File: src/rtl/pipe_ctrl_pkg.sv
// Shared control encodings for the pipeline controller: enable levels, the
// PC reset vector and the redirect FSM state encoding.
package pipe_ctrl_pkg;

  localparam logic        ENABLE     = 1'b1;
  localparam logic        DISABLE    = 1'b0;
  localparam logic [31:0] PC_INITIAL = 32'hBFC0_0000;

  typedef enum logic {
    PCTL_IDLE = 1'b0,
    PCTL_PEND = 1'b1
  } pctl_state_e;

endpackage

File: src/rtl/pipe_ctrl_prio_enc.sv
// Priority encoder: reports whether any request bit is set and the index of
// the highest set bit (the oldest pipeline stage asking).
module prio_enc #(
  parameter int W  = 5,
  parameter int IW = (W > 1) ? $clog2(W) : 1
) (
  input  logic [W-1:0]  req,
  output logic          valid,
  output logic [IW-1:0] idx
);

  // Ascending scan so the last (highest) set bit wins.
  always_comb begin
    valid = 1'b0;
    idx   = '0;
    for (int i = 0; i < W; i++) begin
      if (req[i]) begin
        valid = 1'b1;
        idx   = IW'(i);
      end
    end
  end

endmodule

File: src/rtl/pipe_ctrl.sv
// Pipeline hazard controller: arbitrates per-stage stall/flush requests and
// issues PC redirects through an IDLE/PEND handshake. Optional performance
// counters are enabled with the PIPE_CTRL_PERF_EN macro.
module pipe_ctrl
  import pipe_ctrl_pkg::*;
#(
  parameter int NSTAGE = 5,
  parameter int AW     = 32
) (
  input  logic                 clk,
  input  logic                 reset,
  input  logic [NSTAGE-1:0]    stall_req,
  input  logic [NSTAGE-1:0]    flush_req,
  input  logic [NSTAGE*AW-1:0] flush_addr,
  input  logic                 pc_ready,
  output logic                 branch_flag,
  output logic [AW-1:0]        branch_address,
  output logic [NSTAGE-1:0]    stop,
  output logic [NSTAGE-1:0]    rst
`ifdef PIPE_CTRL_PERF_EN
  ,
  output logic [31:0]          perf_stall_cnt,
  output logic [31:0]          perf_flush_cnt,
  output logic [31:0]          perf_pend_cnt
`endif
);

  localparam int IW = $clog2(NSTAGE);
  localparam logic [AW-1:0] PC_INIT = AW'(PC_INITIAL);

  logic          f_valid;
  logic          s_valid;
  logic [IW-1:0] f_idx;
  logic [IW-1:0] s_idx;
  logic          do_flush;
  logic          do_stall;
  logic [AW-1:0] new_addr;

  pctl_state_e   state;
  pctl_state_e   next_state;
  logic [AW-1:0] pend_addr;
  logic [AW-1:0] next_addr;

  prio_enc #(.W(NSTAGE), .IW(IW)) u_flush_enc (
    .req   (flush_req),
    .valid (f_valid),
    .idx   (f_idx)
  );

  prio_enc #(.W(NSTAGE), .IW(IW)) u_stall_enc (
    .req   (stall_req),
    .valid (s_valid),
    .idx   (s_idx)
  );

  // An older (higher-index) flush kills any younger stall; a stall at the
  // same or older stage holds the flushing instruction so it re-requests later.
  assign do_flush = f_valid && (!s_valid || (f_idx > s_idx));
  assign do_stall = s_valid && !do_flush;
  assign new_addr = flush_addr[f_idx*AW +: AW];

  always_comb begin
    stop           = '0;
    rst            = '0;
    branch_flag    = DISABLE;
    branch_address = PC_INIT;
    next_state     = state;
    next_addr      = pend_addr;

    if (do_flush) begin
      for (int i = 1; i < NSTAGE; i++) begin
        rst[i] = (i <= int'(f_idx));
      end
      branch_flag    = ENABLE;
      branch_address = new_addr;
      next_addr      = new_addr;
      next_state     = pc_ready ? PCTL_IDLE : PCTL_PEND;
    end else begin
      if (do_stall) begin
        for (int i = 0; i < NSTAGE; i++) begin
          stop[i] = (i <= int'(s_idx));
          rst[i]  = (i == int'(s_idx) + 1);
        end
      end
      // Waiting for fetch: keep the PC frozen and feed bubbles into stage 1.
      if (state == PCTL_PEND) begin
        branch_flag    = ENABLE;
        branch_address = pend_addr;
        stop[0]        = ENABLE;
        rst[1]         = ENABLE;
        if (pc_ready) begin
          next_state = PCTL_IDLE;
        end
      end
    end

    if (reset) begin
      stop           = '0;
      rst            = {{(NSTAGE-1){1'b1}}, 1'b0};
      branch_flag    = DISABLE;
      branch_address = PC_INIT;
    end
  end

  always_ff @(posedge clk) begin
    if (reset) begin
      state     <= PCTL_IDLE;
      pend_addr <= '0;
    end else begin
      state     <= next_state;
      pend_addr <= next_addr;
    end
  end

`ifdef PIPE_CTRL_PERF_EN
  // Saturating event counters; they stick at all-ones rather than wrap.
  always_ff @(posedge clk) begin
    if (reset) begin
      perf_stall_cnt <= '0;
      perf_flush_cnt <= '0;
      perf_pend_cnt  <= '0;
    end else begin
      if (do_stall && (perf_stall_cnt != '1)) begin
        perf_stall_cnt <= perf_stall_cnt + 32'd1;
      end
      if (do_flush && (perf_flush_cnt != '1)) begin
        perf_flush_cnt <= perf_flush_cnt + 32'd1;
      end
      if ((state == PCTL_PEND) && (perf_pend_cnt != '1)) begin
        perf_pend_cnt <= perf_pend_cnt + 32'd1;
      end
    end
  end
`endif

endmodule

File: config.mk
export PLATFORM = sky130hd
export DESIGN_NAME = pipe_ctrl
export DESIGN_NICKNAME = d
export VERILOG_FILES = /design/src/rtl/pipe_ctrl_pkg.sv /design/src/rtl/pipe_ctrl_prio_enc.sv /design/src/rtl/pipe_ctrl.sv
export SDC_FILE = /design/constraint.sdc
export NUM_CORES = 1
export LEC_CHECK = 0
export BUFFER_PORTS_ARGS = -buffer_cell sky130_fd_sc_hd__buf_2
export CELL_PAD_IN_SITES_DETAIL_PLACEMENT = 0
export CELL_PAD_IN_SITES_GLOBAL_PLACEMENT = 2
export CORE_MARGIN = 3
export CORE_UTILIZATION = 22
export CTS_BUF_LIST = sky130_fd_sc_hd__clkbuf_8
export CTS_CLUSTER_SIZE = 40
export DETAILED_ROUTE_END_ITERATION = 10
export HOLD_SLACK_MARGIN = 0.03
export PLACE_DENSITY = 0.88
export SLEW_MARGIN = 10
export SYNTH_ARGS = -nofsm -noshare
export SYNTH_HDL_FRONTEND = slang
export SYNTH_SLANG_ARGS = --single-unit
File: constraint.sdc
create_clock -name clk -period 7.7 [get_ports clk]
set_input_delay 0.385 -clock clk [delete_from_list [all_inputs] [get_ports clk]]
set_output_delay 0.385 -clock clk [all_outputs]
set_load 0.05 [all_outputs]
Word level (Yosys, flattened, before mapping)
Index checks and enable logic that the tools add are counted.
W data, S select, Z words.
{"block": "classes", "addsub": 1, "reduce_logical": 6, "eq_ne": 4, "n_mux": 36, "n_shift": 1, "n_lt_le_gt_ge": 9}
{"cell": "$shiftx A160 B9 Y32", "count": 1}
{"cell": "$mux W32", "count": 3}
{"cell": "$eq A3 B32 Y1 const A", "count": 2}
{"cell": "$eq A2 B32 Y1 const A", "count": 1}
{"cell": "$logic_not A32 Y1", "count": 1}
{"cell": "$mux W5", "count": 5}
{"cell": "$mux W1", "count": 21}
{"cell": "$le A2 B3 Y1 const A", "count": 4}
{"cell": "$mux W2", "count": 4}
{"cell": "$le A1 B3 Y1 const A", "count": 2}
{"cell": "$le A3 B3 Y1 const A", "count": 2}
{"cell": "$mux W3", "count": 2}
{"cell": "$add A3 B1 Y4 const B", "count": 1}
{"cell": "$eq A3 B4 Y1 const A", "count": 1}
{"cell": "$mux W4", "count": 1}
{"cell": "$gt A3 B3 Y1", "count": 1}
{"cell": "$logic_and A1 B1 Y1", "count": 2}
{"cell": "$logic_not A1 Y1", "count": 2}
{"cell": "$logic_or A1 B1 Y1", "count": 1}
{"block": "totals", "out_inout_bits": 43, "reg_bits": 33, "input_bits": 173}

Depth between registers and ports, before layout
Gate-level depths: netlist (run 1).
{"block": "logic_depth", "word_depth": 14, "mapped_depth": 13, "mapped_depth_nobuf": 9}

Hierarchy
A second synthesis (run 1) with hierarchy kept.
{"block": "unflattened", "cells_unflattened": 424, "area_unflattened_um2": 3284.4}
{"mod": "pipe_ctrl", "cells_per_inst": 408, "instances": 1, "area_each_um2": 3199.3, "seq_area_each_um2": 660.6}
{"mod": "prio_enc", "cells_per_inst": 8, "instances": 2, "area_each_um2": 42.5, "seq_area_each_um2": 0.0}

Worst setup path after synthesis (run 1)
No wires, ideal clock.
{"block": "synth_path", "path_kind": "input to output", "startpoint": "input port flush_req[4]", "endpoint": "output port rst[4]", "setup_slack_ns": 3.787, "n_path_buf": 4, "path_stages": 12, "arrival_ns": 3.528, "cell_sequence": "buf_2 > clkinv_1 > clkbuf_1 > clkbuf_1 > o21ai_0 > ha_1 > and3b_1 > o21ai_1 > a21oi_2 > buf_2 > a21oi_1 > o21ai_0"}
{"block": "synth_via", "elab_chain_cells": 9, "word_cells_on_any_way": 11, "classes_between": "order compare (2); mux (5); reduce/logical (4)"}
{"item": "from (decl)", "line_no": "pipe_ctrl.sv:13", "rtl": "input logic [NSTAGE-1:0] flush_req,"}
{"item": "$mux W3", "line_no": "pipe_ctrl_prio_enc.sv:17", "rtl": "if (req[i]) begin"}
{"item": "$gt A3 B3 Y1", "line_no": "pipe_ctrl.sv:58", "rtl": "assign do_flush = f_valid && (!s_valid || (f_idx > s_idx));"}
{"item": "$logic_or A1 B1 Y1", "line_no": "pipe_ctrl.sv:58"}
{"item": "$logic_and A1 B1 Y1", "line_no": "pipe_ctrl.sv:58"}
{"item": "$logic_not A1 Y1", "line_no": "pipe_ctrl.sv:59", "rtl": "assign do_stall = s_valid && !do_flush;"}
{"item": "$logic_and A1 B1 Y1", "line_no": "pipe_ctrl.sv:59"}
{"item": "$mux W5", "line_no": "pipe_ctrl.sv:79", "rtl": "if (do_stall) begin"}
{"item": "$mux W4 (*)", "line_no": "pipe_ctrl.sv:70", "rtl": "if (do_flush) begin"}
{"item": "$mux W5 (*)", "line_no": "pipe_ctrl.sv:97", "rtl": "if (reset) begin"}
{"item": "to (decl)", "line_no": "pipe_ctrl.sv:19", "rtl": "output logic [NSTAGE-1:0] rst"}
Every way passes the cells marked *; elsewhere a longest branch is shown, timed or not.

Final worst setup path (run 1)
{"block": "layout_path", "startpoint": "input port flush_req[4]", "endpoint": "output port branch_address[0]"}
{"block": "layout_via", "elab_chain_cells": 6, "word_cells_on_any_way": 8, "classes_between": "order compare (1); shift (1); mux (4); reduce/logical (2)"}
{"item": "branches (longest 4 deep; another with $shiftx A160 B9 Y32)"}
{"item": "$mux W32 (*)", "line_no": "pipe_ctrl.sv:70"}
{"item": "$mux W32 (*)", "line_no": "pipe_ctrl.sv:97"}
{"item": "to (decl)", "line_no": "pipe_ctrl.sv:17", "rtl": "output logic [AW-1:0] branch_address,"}
Every way passes the cells marked *.

==> flow_metrics.py, run 1 <==
metrics = {
    "sta": {
        "tightestPinTransition_ns": 1.04,
        "hold_viol_final": 0,
        "slew_viol_final": 0,
        "period_needed_ns": 4.24,
        "timing.clock.skew_ns": 0,
        "max_clock_freq_mhz": 236,
        "rsz0062_at_grt": "false",
        "finalSetupViolCount": 0,
        "timing.final.crit_share": 0.551,
        "finalSetupTns_ns": 0,
        "timing.max_slew.rel_slack": 0.303,
    },
    "hold_path": {
        "min_delay_src": "pc_ready",
        "min_path_type": "primary input to flip-flop",
    },
    "synthesis": {
        "yosysTopAreaCell": "sky130_fd_sc_hd__dfxtp_1",
        "synth_enable_flop_cells": 0,
        "postSynthCellCount": 389,
        "post_synth.cell_area_avg_um2": 7.48,
        "post-synth-top-area-fraction": 0.227,
        "mappedNetlistNets": 565,
        "netlist-cell-type-count": 46,
        "post-synth-top-count-cell": "sky130_fd_sc_hd__nand2_1",
        "yosys_most_used_dff": "sky130_fd_sc_hd__dfxtp_1",
        "synthesis.area_um2": 2910,
        "synth_common_cells": "sky130_fd_sc_hd__nand2_1 (54), sky130_fd_sc_hd__a21oi_1 (51), sky130_fd_sc_hd__dfxtp_1 (33)",
        "yosysSeqAreaShare": 0.227,
        "synth_async_sr_flop_share": 0,
        "synth-seq-cells": 33,
        "cells_taking_the_most_area_after_synthesis": "sky130_fd_sc_hd__dfxtp_1 (23%), sky130_fd_sc_hd__mux2_2 (9.3%), sky130_fd_sc_hd__a21oi_1 (8.8%)",
        "synth-warning-count": 0,
    },
    "critical_path": {
        "crit_path_frequent_cell": "sky130_fd_sc_hd__buf_2",
        "max_stage_delay_ns": 0.84,
        "crit_start": "flush_req[4]",
        "crit_path_end_kind": "primary output",
        "cp_cell_sequence": "buf_2 > inv_2 > o21ai_0 > ha_1 > and3b_1 > o21ai_1 > a21oi_4 > o211ai_1 > a21oi_1 > buf_2",
        "timing_worst_setup_path_type": "primary input to primary output",
        "critical_path_startpoint_category": "primary input",
        "critical_path_peak_fanout": 63,
        "worst_path_dominant_cell_family": "compound AO/OA/AOI/OAI gates",
        "cp.buffers_inverters": 3,
        "r2r-start": "state$_SDFF_PP0_",
        "worst_path_max_delay_cell": "sky130_fd_sc_hd__a21oi_4",
        "cp_data_arrival_time_ns": 3.86,
        "cp.required_ns": 7.32,
    },
    "place": {
        "globalplace.congestion": 0.861,
        "post-dp-hpwl_mm": 9.30,
        "numPortBuffers": 214,
    },
    "status": {
        "outcome": "finished clean",
    },
    "finish": {
        "finalCoreUtilization": 0.322,
        "antenna_cells": 0,
        "layout.nets": 750,
        "drive_above_1_share": 0.467,
        "area_delta_synth_final_pct": 41.6,
    },
    "global_route": {
        "first_pass_grt_wire_length_mm": 18.8,
        "gr-total-overflow": 0,
        "grt_max_degree": 67,
        "grt_antenna_before_repair": 0,
        "gr-usage-all-layers": 0.158,
        "number_of_global_route_vias_before_repair": 3794,
    },
    "floorplanning": {
        "rows": 41,
        "dieHeight_um": 121,
        "die-area_um2": 14600,
        "boundaryPins": 216,
        "die_w_um": 121,
        "core_um2": 12800,
        "initial_utilization": 0.228,
    },
    "clocking": {
        "clock_tree.root_cell": "sky130_fd_sc_hd__clkbuf_8",
        "cts_tree": "yes",
        "clock_sink_count": 33,
        "ctsLongestPathBuffers": 2,
        "post-cts-setup-buffer-count": 0,
        "worst_setup_hold_path_clk_slew_ns": 0.06,
        "cts.htree.levels": 2,
        "cts_hold_repair.buffers": 0,
        "cts_repair_resize_count": 0,
        "tritoncts.num_buffers": 5,
        "worstSkewPairLatency_ns": 0.27,
    },
    "drt": {
        "post-route-drc-count": 0,
        "post_drt_via_cell_ratio": 5.13,
        "firstDrtPassIters": 7,
        "detailroute.via_count": 3826,
        "drt_iter0_drc": 227,
        "wire_per_inst_um": 16.7,
        "antenna_violating_nets_post_route": 0,
        "routed_wl_mm": 12.4,
    },
    "power_and_ir_drop": {
        "power-per-cell-area_nw_per_um2": 158,
        "internal_power_mw": 0.368,
        "share_of_total_power_in_the_clock_network": 0.197,
        "power.switching_fraction": 0.436,
        "p_leak_nw": 1.79,
        "p_comb_frac": 0.494,
        "flop_pwr_share": 0.309,
        "power.ir.vdd_worst_uv": 58.7,
        "net_switching_power_of_the_design_mw": 0.284,
    },
    "job": {
        "drv_cap": 0,
    },
}
final timing paths:
check | to | slack (ns) | cells after the start
worst max-delay path | branch_address[0] | 3.46 | 10
worst min register to register | pend_addr[14]$_SDFFE_PP0P_ | 0.46 | 2
worst max register to register | state$_SDFF_PP0_ | 5.67 | 3
worst min-delay path | state$_SDFF_PP0_ | 0.26 | 2
power by group through the flow:
stage | sequential (mW) | combinational (mW) | clock, mW
3_5_place_dp | 0.205 | 0.324 | 0
2_1_floorplan | 0.200 | 0.234 | 0
6_report | 0.202 | 0.322 | 0.128
5_1_grt | 0.204 | 0.351 | 0.146
4_1_cts | 0.202 | 0.325 | 0.137
3_3_place_gp | 0.204 | 0.320 | 0
metrics by stage:
stage / worst slack (ns) / hold WS, ns / total power [mW] / instance area (um2) / cells
6_report: 3.46 / 0.263 / 0.653 / 4120 / 746
5_1_grt: 3.00 / 0.251 / 0.701 / 4120 / 746
4_1_cts: 3.39 / 0.249 / 0.664 / 4120 / 746
3_5_place_dp: 3.39 / 0.449 / 0.529 / 4030 / 739
3_3_place_gp: 3.54 / 0.442 / 0.525 / 4030 / 739
2_1_floorplan: 3.79 / 0.437 / 0.435 / 2910 / 389
layout make-up:
| class | count | area [um2] |
|---|---|---|
| clock buffers | 6 | 82.6 |
| clock inverters | 1 | 3.75 |
| fillers | 1394 | 8650 |
| inverters | 6 | 22.5 |
| multi-input cells | 309 | 2030 |
| flip-flops and latches | 33 | 661 |
| well taps | 172 | 215 |
| repair buffers | 219 | 1110 |
layout by cell type, fill, tap and decap left out, types with 2 or more instances in the layout:
cell type	netlist	layout
sky130_fd_sc_hd__o21ai_0	14	14
sky130_fd_sc_hd__nor2b_1	4	3
sky130_fd_sc_hd__mux2i_1	4	4
sky130_fd_sc_hd__a22oi_1	7	7
sky130_fd_sc_hd__buf_2	5	214
sky130_fd_sc_hd__nor3_1	7	7
sky130_fd_sc_hd__a31oi_1	2	2
sky130_fd_sc_hd__inv_1	5	6
sky130_fd_sc_hd__clkbuf_8	0	6
sky130_fd_sc_hd__a211oi_1	3	3
sky130_fd_sc_hd__a21oi_2	11	10
sky130_fd_sc_hd__nor2_1	9	8
sky130_fd_sc_hd__o22ai_1	12	12
sky130_fd_sc_hd__mux2_2	24	24
sky130_fd_sc_hd__nand2b_1	4	4
sky130_fd_sc_hd__o211ai_1	24	24
sky130_fd_sc_hd__dfxtp_1	33	33
sky130_fd_sc_hd__buf_4	3	5
sky130_fd_sc_hd__nand3_1	31	31
sky130_fd_sc_hd__nand2_1	54	54
sky130_fd_sc_hd__a221oi_1	5	5
sky130_fd_sc_hd__a21oi_1	51	51
sky130_fd_sc_hd__ha_1	3	3
sky130_fd_sc_hd__a222oi_1	22	22
logic make-up (layout without fill, tap and decap cells):
kind of cell	Yosys count	in the layout	share of synthesized area
AO/OA/AOI/OAI	162	162	0.388
AND/OR/NAND/NOR	115	115	0.183
buffers and inverters	47	232	0.0809
flip-flops	33	33	0.227
multiplexers	28	28	0.107
adder cells (fa/ha/maj)	3	3	0.0129
other	1	1	0.00129
sequential cells by signal, indices dropped and copies added (netlist names):
name       count
pend_addr     32
state          1
layer usage:
layer / global-route usage / up-vias / part of all wire
met5: 0 / - / 0
met4: 0.0475 / 0 / 0.020
met3: 0.0266 / 18 / 0.046
met2: 0.288 / 120 / 0.51
met1: 0.190 / 1820 / 0.42
li1: - / 1868 / -
worst register-to-register path, stage by stage (launching register included):
cell                      delay, ns
sky130_fd_sc_hd__dfxtp_1       1.00
sky130_fd_sc_hd__inv_1         0.28
sky130_fd_sc_hd__a21oi_2       0.51
sky130_fd_sc_hd__nor2b_1       0.18
Power figures use the tool's default switching activity.
==> run 2: changes to the inputs <==
Settings changed: CORE_UTILIZATION 22 to 18, PLACE_DENSITY 0.88 to 0.77.
Clock period 7.7 ns to 3.8 ns, I/O delays scaled along.
==> run 2 against run 1 <==
Net effect: sequential share of layout area shrank 0.65 points; first-iteration DRC count grew 9.7%; non-clock buffer count grew 5; combinational power grew 120%; highest routed layer is now met5; largest cell class unchanged; design area grew 4.2%; power grew 110%; critical endpoint is now branch_address[6]; flip-flop and latch count is the same.
==> flow_metrics.py, run 2 (synthesis gave the netlist of run 1 again) <==
metrics = {
    "finish": {
        "mostFrequentLayoutCells": "sky130_fd_sc_hd__buf_2 (209), sky130_fd_sc_hd__nand2_1 (54), sky130_fd_sc_hd__a21oi_1 (51)",
        "regMostFlops": "pend_addr",
        "finalCoreUtilization": 0.277,
        "drive_above_1_share": 0.469,
        "largest_reg_flops": 32,
        "biggestRegsByFlops": "pend_addr: 32 flops, state: 1 flops",
        "fillCellCount": 1749,
        "layout.cells.most_common": "sky130_fd_sc_hd__buf_2",
        "layout.cells.non_filler": 791,
        "layout.nets": 755,
        "area_delta_synth_final_pct": 47.5,
        "antenna_cells": 0,
    },
    "place": {
        "post-dp-hpwl_mm": 10.4,
        "numPortBuffers": 214,
        "placement.setup.worst_slack_ns": 0.917,
        "place_inst": 783,
        "globalplace.congestion": 0.758,
    },
    "global_route": {
        "gr-total-overflow": 0,
        "grt_max_degree": 63,
        "grt_antenna_before_repair": 2,
        "first_pass_grt_wire_length_mm": 19.9,
        "number_of_global_route_vias_before_repair": 3633,
        "gr-usage-all-layers": 0.140,
    },
    "drt": {
        "firstDrtPassIters": 5,
        "post-route-drc-count": 0,
        "wire_per_inst_um": 17.2,
        "drt_iter0_drc": 249,
        "antenna_violating_nets_post_route": 0,
        "routed_wl_mm": 13.6,
        "detailroute.via_count": 3815,
        "post_drt_via_cell_ratio": 4.82,
    },
    "critical_path": {
        "critical_path_startpoint_category": "primary input",
        "timing_worst_setup_path_type": "primary input to primary output",
        "crit_path_end_kind": "primary output",
        "cp_data_arrival_time_ns": 2.70,
        "cp.required_ns": 3.61,
        "critical_path_peak_fanout": 38,
    },
    "clocking": {
        "worstSkewPairLatency_ns": 0.28,
        "cts_tree": "yes",
        "worst_setup_hold_path_clk_slew_ns": 0.08,
        "tritoncts.num_buffers": 5,
        "post-cts-setup-buffer-count": 0,
        "clock_tree.root_cell": "sky130_fd_sc_hd__clkbuf_8",
        "clock_sink_count": 33,
        "cts_hold_repair.buffers": 0,
        "ctsLongestPathBuffers": 2,
        "cts.htree.levels": 2,
        "cts_repair_resize_count": 0,
    },
    "sta": {
        "timing.max_slew.rel_slack": 0.470,
        "period_needed_ns": 2.89,
        "finalSetupViolCount": 0,
        "tightestPinTransition_ns": 0.791,
        "hold_viol_final": 0,
        "worst_slack_ns": 0.913,
        "rsz0062_at_grt": "false",
        "max_clock_freq_mhz": 346,
        "timing.clock.skew_ns": 0,
        "slew_viol_final": 0,
        "timing.final.crit_share": 0.760,
        "finalSetupTns_ns": 0,
    },
    "power_and_ir_drop": {
        "power-per-cell-area_nw_per_um2": 315,
        "p_leak_nw": 1.85,
        "internal_power_mw": 0.755,
        "share_of_total_power_in_the_clock_network": 0.187,
        "power.switching_fraction": 0.442,
        "flop_pwr_share": 0.297,
        "net_switching_power_of_the_design_mw": 0.598,
        "power.ir.vdd_worst_uv": 137,
        "p_comb_frac": 0.516,
        "finalPower_mw": 1.35,
    },
    "floorplanning": {
        "die_w_um": 133,
        "dieHeight_um": 133,
        "die-area_um2": 17700,
        "rows": 45,
        "initial_utilization": 0.188,
        "core_um2": 15500,
        "boundaryPins": 216,
    },
    "status": {
        "outcome": "finished clean",
    },
    "job": {
        "drv_cap": 0,
    },
    "hold_path": {
        "min_path_type": "primary input to flip-flop",
    },
}
-- run 2: cell count changes in the layout (fill, tap and decap cells not counted) --
cell	before	now
sky130_fd_sc_hd__nor2_4	0	1
sky130_fd_sc_hd__buf_12	0	6
sky130_fd_sc_hd__nor2_2	1	0
sky130_fd_sc_hd__buf_2	214	209
sky130_fd_sc_hd__clkbuf_8	6	5
sky130_fd_sc_hd__inv_1	6	8
sky130_fd_sc_hd__buf_4	5	9
-- run 2: layout make-up --
cell class	count	area, um2	share of cell area
multi-input combinational	309	2030	0.473
timing repair buffer	224	1230	0.287
inverter	6	22.5	0.00525
tap	211	264	0.0615
clock inverter	3	11.3	0.00262
clock buffer	5	68.8	0.0160
sequential	33	661	0.154
-- run 2: power by group through the flow --
stage	clock [mW]	combinational [mW]	sequential (mW)
after floorplan	0	0.475	0.406
after global placement	0	0.699	0.408
after detailed placement	0	0.705	0.410
after CTS	0.272	0.707	0.402
after global routing	0.286	0.755	0.406
final	0.253	0.697	0.402
-- run 2: layer usage --
metal / share of wire / routed length, um / vias to the layer above / track usage
met5: 0.0018 / 25 / - / 0
met4: 0.015 / 199 / 4 / 0.0280
met3: 0.065 / 886 / 14 / 0.0378
met2: 0.50 / 6810 / 125 / 0.252
met1: 0.42 / 5660 / 1793 / 0.168
li1: - / - / 1879 / -
-- run 2: final timing paths --
check	startpoint	end	slack (ns)	cells past startpoint
worst min-delay path	pc_ready	state$_SDFF_PP0_	0.05	2
worst max-delay path	flush_req[3]	branch_address[6]	0.91	11
worst max register to register	state$_SDFF_PP0_	state$_SDFF_PP0_	2.68	3
worst min register to register	pend_addr[17]$_SDFFE_PP0P_	pend_addr[17]$_SDFFE_PP0P_	0.46	2
-- run 2: metrics by stage --
step           instance area, um2  hold slack [ns]
2_1_floorplan                2910            0.262
3_3_place_gp                 4210            0.355
3_5_place_dp                 4210            0.351
4_1_cts                      4290           0.0404
5_1_grt                      4290           0.0466
6_report                     4290           0.0498
-- run 2: worst max-delay path: stages --
cell and delay, ns:
sky130_fd_sc_hd__buf_2 0.20, sky130_fd_sc_hd__nor2_4 0.11, sky130_fd_sc_hd__nor2_1 0.05, sky130_fd_sc_hd__ha_1 0.31
sky130_fd_sc_hd__and3b_1 0.18, sky130_fd_sc_hd__o21a_1 0.22, sky130_fd_sc_hd__o21ai_4 0.50, sky130_fd_sc_hd__buf_12 0.28
sky130_fd_sc_hd__nand3_1 0.10, sky130_fd_sc_hd__a21oi_1 0.22, sky130_fd_sc_hd__buf_2 0.30
==> run 3: changes to the inputs <==
Settings changed: ABC_AREA from default to 1, CORE_UTILIZATION 18 to 20, PLACE_DENSITY 0.77 to 0.82.
Clock period 3.8 ns to 3 ns, I/O delays scaled along.
==> run 3 against run 2 <==
Net effect: critical path depth up 2; routed wire length up 17%; worst setup slack worse by 0.29 ns; sequential share of layout area down 2.1 points; highest routed layer is now met4.
==> flow_metrics.py, run 3 <==
metrics = {
    "status": {
        "outcome": "finished clean",
    },
    "finish": {
        "regMostFlops": "pend_addr",
        "multi_input_comb_area_um2": 2230,
        "drive_above_1_share": 0.332,
        "biggestRegsByFlops": "pend_addr: 32 flops, state: 1 flops",
        "layout.cells.non_filler": 1035,
        "finalCoreUtilization": 0.295,
        "seqCellArea_um2": 661,
        "mostFrequentLayoutCells": "sky130_fd_sc_hd__buf_2 (203), sky130_fd_sc_hd__nand2_1 (115), sky130_fd_sc_hd__nand3_1 (115)",
        "fillCellCount": 1996,
        "layout.nets": 989,
        "largest_reg_flops": 32,
        "area_delta_synth_final_pct": 41.9,
        "layout.cells.most_common": "sky130_fd_sc_hd__buf_2",
    },
    "sta": {
        "hold_viol_final": 0,
        "tightestPinTransition_ns": 0.933,
        "rsz0062_at_grt": "false",
        "finalSetupTns_ns": 0,
        "timing.max_slew.rel_slack": 0.378,
        "max_clock_freq_mhz": 421,
        "timing.final.crit_share": 0.792,
        "slew_viol_final": 0,
        "period_needed_ns": 2.37,
        "worst_hold_slack_ns": 0.273,
        "timing.clock.skew_ns": 0,
        "finalSetupViolCount": 0,
    },
    "critical_path": {
        "timing_worst_setup_path_type": "primary input to primary output",
        "critical_path_peak_fanout": 46,
        "cp_data_arrival_time_ns": 2.22,
        "critical_path_startpoint_category": "primary input",
        "crit_path_end_kind": "primary output",
        "cp.required_ns": 2.85,
        "worst_path_max_delay_cell": "sky130_fd_sc_hd__ha_1",
        "cp_cell_sequence": "buf_2 > nor2_2 > ha_1 > nand2_1 > o21ai_0 > nand2_1 > nand2_2 > nand2_2 > buf_12 > nor2_1 > nand2_1 > a21oi_1 > buf_2",
        "max_stage_delay_ns": 0.30,
        "crit_path_frequent_cell": "sky130_fd_sc_hd__nand2_1",
    },
    "synthesis": {
        "synth_async_sr_flop_share": 0,
        "mappedNetlistNets": 804,
        "yosysSeqAreaShare": 0.189,
        "post-synth-top-count-cell": "sky130_fd_sc_hd__nand2_1",
        "post-synth-top-area-fraction": 0.189,
        "synth_enable_flop_cells": 0,
        "yosys_most_used_dff": "sky130_fd_sc_hd__dfxtp_1",
        "cells_taking_the_most_area_after_synthesis": "sky130_fd_sc_hd__dfxtp_1 (19%), sky130_fd_sc_hd__nand3_1 (16%), sky130_fd_sc_hd__nand2_1 (12%)",
        "yosysTopAreaCell": "sky130_fd_sc_hd__dfxtp_1",
        "synthesis.area_um2": 3490,
        "synth_common_cells": "sky130_fd_sc_hd__nand2_1 (116), sky130_fd_sc_hd__nand3_1 (115), sky130_fd_sc_hd__inv_1 (89)",
        "netlist-cell-type-count": 28,
        "synth-seq-cells": 33,
        "synth-warning-count": 0,
        "postSynthCellCount": 628,
        "post_synth.cell_area_avg_um2": 5.56,
    },
    "drt": {
        "post_drt_via_cell_ratio": 4.41,
        "post-route-drc-count": 0,
        "routed_wl_mm": 15.9,
        "wire_per_inst_um": 15.4,
        "detailroute.via_count": 4568,
        "antenna_violating_nets_post_route": 0,
        "drt_iter0_drc": 235,
        "firstDrtPassIters": 4,
    },
    "floorplanning": {
        "core_um2": 16800,
        "boundaryPins": 216,
        "die-area_um2": 19100,
        "die_w_um": 138,
        "dieHeight_um": 138,
        "rows": 47,
        "initial_utilization": 0.208,
    },
    "power_and_ir_drop": {
        "finalPower_mw": 1.88,
        "power.ir.vdd_worst_uv": 146,
        "power-per-cell-area_nw_per_um2": 379,
        "p_leak_nw": 2.64,
    },
    "clocking": {
        "ctsLongestPathBuffers": 2,
        "tritoncts.num_buffers": 5,
        "clock_sink_count": 33,
        "cts.htree.levels": 2,
        "cts_repair_resize_count": 0,
        "cts_tree": "yes",
        "clock_tree.root_cell": "sky130_fd_sc_hd__clkbuf_8",
        "worstSkewPairLatency_ns": 0.28,
        "worst_setup_hold_path_clk_slew_ns": 0.07,
    },
    "place": {
        "globalplace.congestion": 0.824,
        "numPortBuffers": 214,
        "post-dp-hpwl_mm": 12.7,
        "place_inst": 1025,
    },
    "job": {
        "drv_cap": 0,
    },
    "global_route": {
        "number_of_global_route_vias_before_repair": 4391,
        "first_pass_grt_wire_length_mm": 24.3,
        "grt_max_degree": 89,
        "gr-usage-all-layers": 0.156,
        "gr-total-overflow": 0,
        "grt_antenna_before_repair": 1,
    },
    "hold_path": {
        "min_path_type": "primary input to flip-flop",
    },
}
-- run 3: changes by cell type in the layout (fill, tap and decap cells not counted), moves of 24 or more --
cell                      previous run  this run
sky130_fd_sc_hd__nor2_1              8        49
sky130_fd_sc_hd__inv_1               8        89
sky130_fd_sc_hd__nand2_1            54       115
sky130_fd_sc_hd__o21ai_1             1        46
sky130_fd_sc_hd__mux2_2             24         0
sky130_fd_sc_hd__nand3_1            31       115
-- run 3: cell type report --
cell class	instances	share of cell area
inverter	97	0.0745
multi-input combinational	453	0.450
tap	220	0.0555
clock buffer	7	0.0194
sequential	33	0.133
antenna	1	0.000505
timing repair buffer	223	0.266
clock inverter	1	0.00101
-- run 3: path summary, 6_finish.rpt --
path	from	to	slack [ns]	cells after the start
hold / removal	flush_addr[158]	pend_addr[30]$_SDFFE_PP0P_	0.27	5
setup / recovery	flush_req[4]	branch_address[20]	0.63	13
hold reg to reg	pend_addr[18]$_SDFFE_PP0P_	pend_addr[18]$_SDFFE_PP0P_	0.46	2
setup reg to reg	state$_SDFF_PP0_	state$_SDFF_PP0_	2.25	4
-- run 3: cells by family after synthesis --
| kind of cell | Yosys count | share of synthesized area |
|---|---|---|
| AO/OA/AOI/OAI | 114 | 0.168 |
| flip-flops | 33 | 0.189 |
| AND/OR/NAND/NOR | 335 | 0.457 |
| other | 1 | 0.00107 |
| adder cells (fa/ha/maj) | 3 | 0.0107 |
| buffers and inverters | 142 | 0.174 |
-- run 3: what timing repair did --
action                    CTS  global route
hold endpoints to repair    1             0
hold buffers                1             0
setup buffers               0             0
-- run 3: metrics by stage --
step | cell area, um2 | worst slack [ns]
6_report | 4960 | 0.625
5_1_grt | 4960 | 0.359
4_1_cts | 4950 | 0.580
3_5_place_dp | 4840 | 0.621
3_3_place_gp | 4840 | 0.605
2_1_floorplan | 3490 | 0.379
-- run 3: report_power, final --
group          switching, mW  internal [mW]  total, mW
sequential            0.0233          0.495      0.518
combinational          0.666          0.332      0.998
clock                  0.157          0.207      0.364
-- run 3: worst max-delay path, delay by kind of cell --
| kind | cells | cell delay (ns) |
|---|---|---|
| AOI/OAI and AO/OA | 2 | 0.30 |
| and+or+nand+nor | 7 | 0.64 |
| adders and majority gates | 1 | 0.30 |
| buffers and inverters | 3 | 0.79 |
-- run 3: layer usage --
| metal | vias to the layer above | track usage | part of all wire |
|---|---|---|---|
| li1 | 2388 | - | - |
| met1 | 2038 | 0.217 | 0.46 |
| met2 | 127 | 0.264 | 0.48 |
| met3 | 15 | 0.0162 | 0.044 |
| met4 | 0 | 0.0317 | 0.014 |
| met5 | - | 0 | 0 |
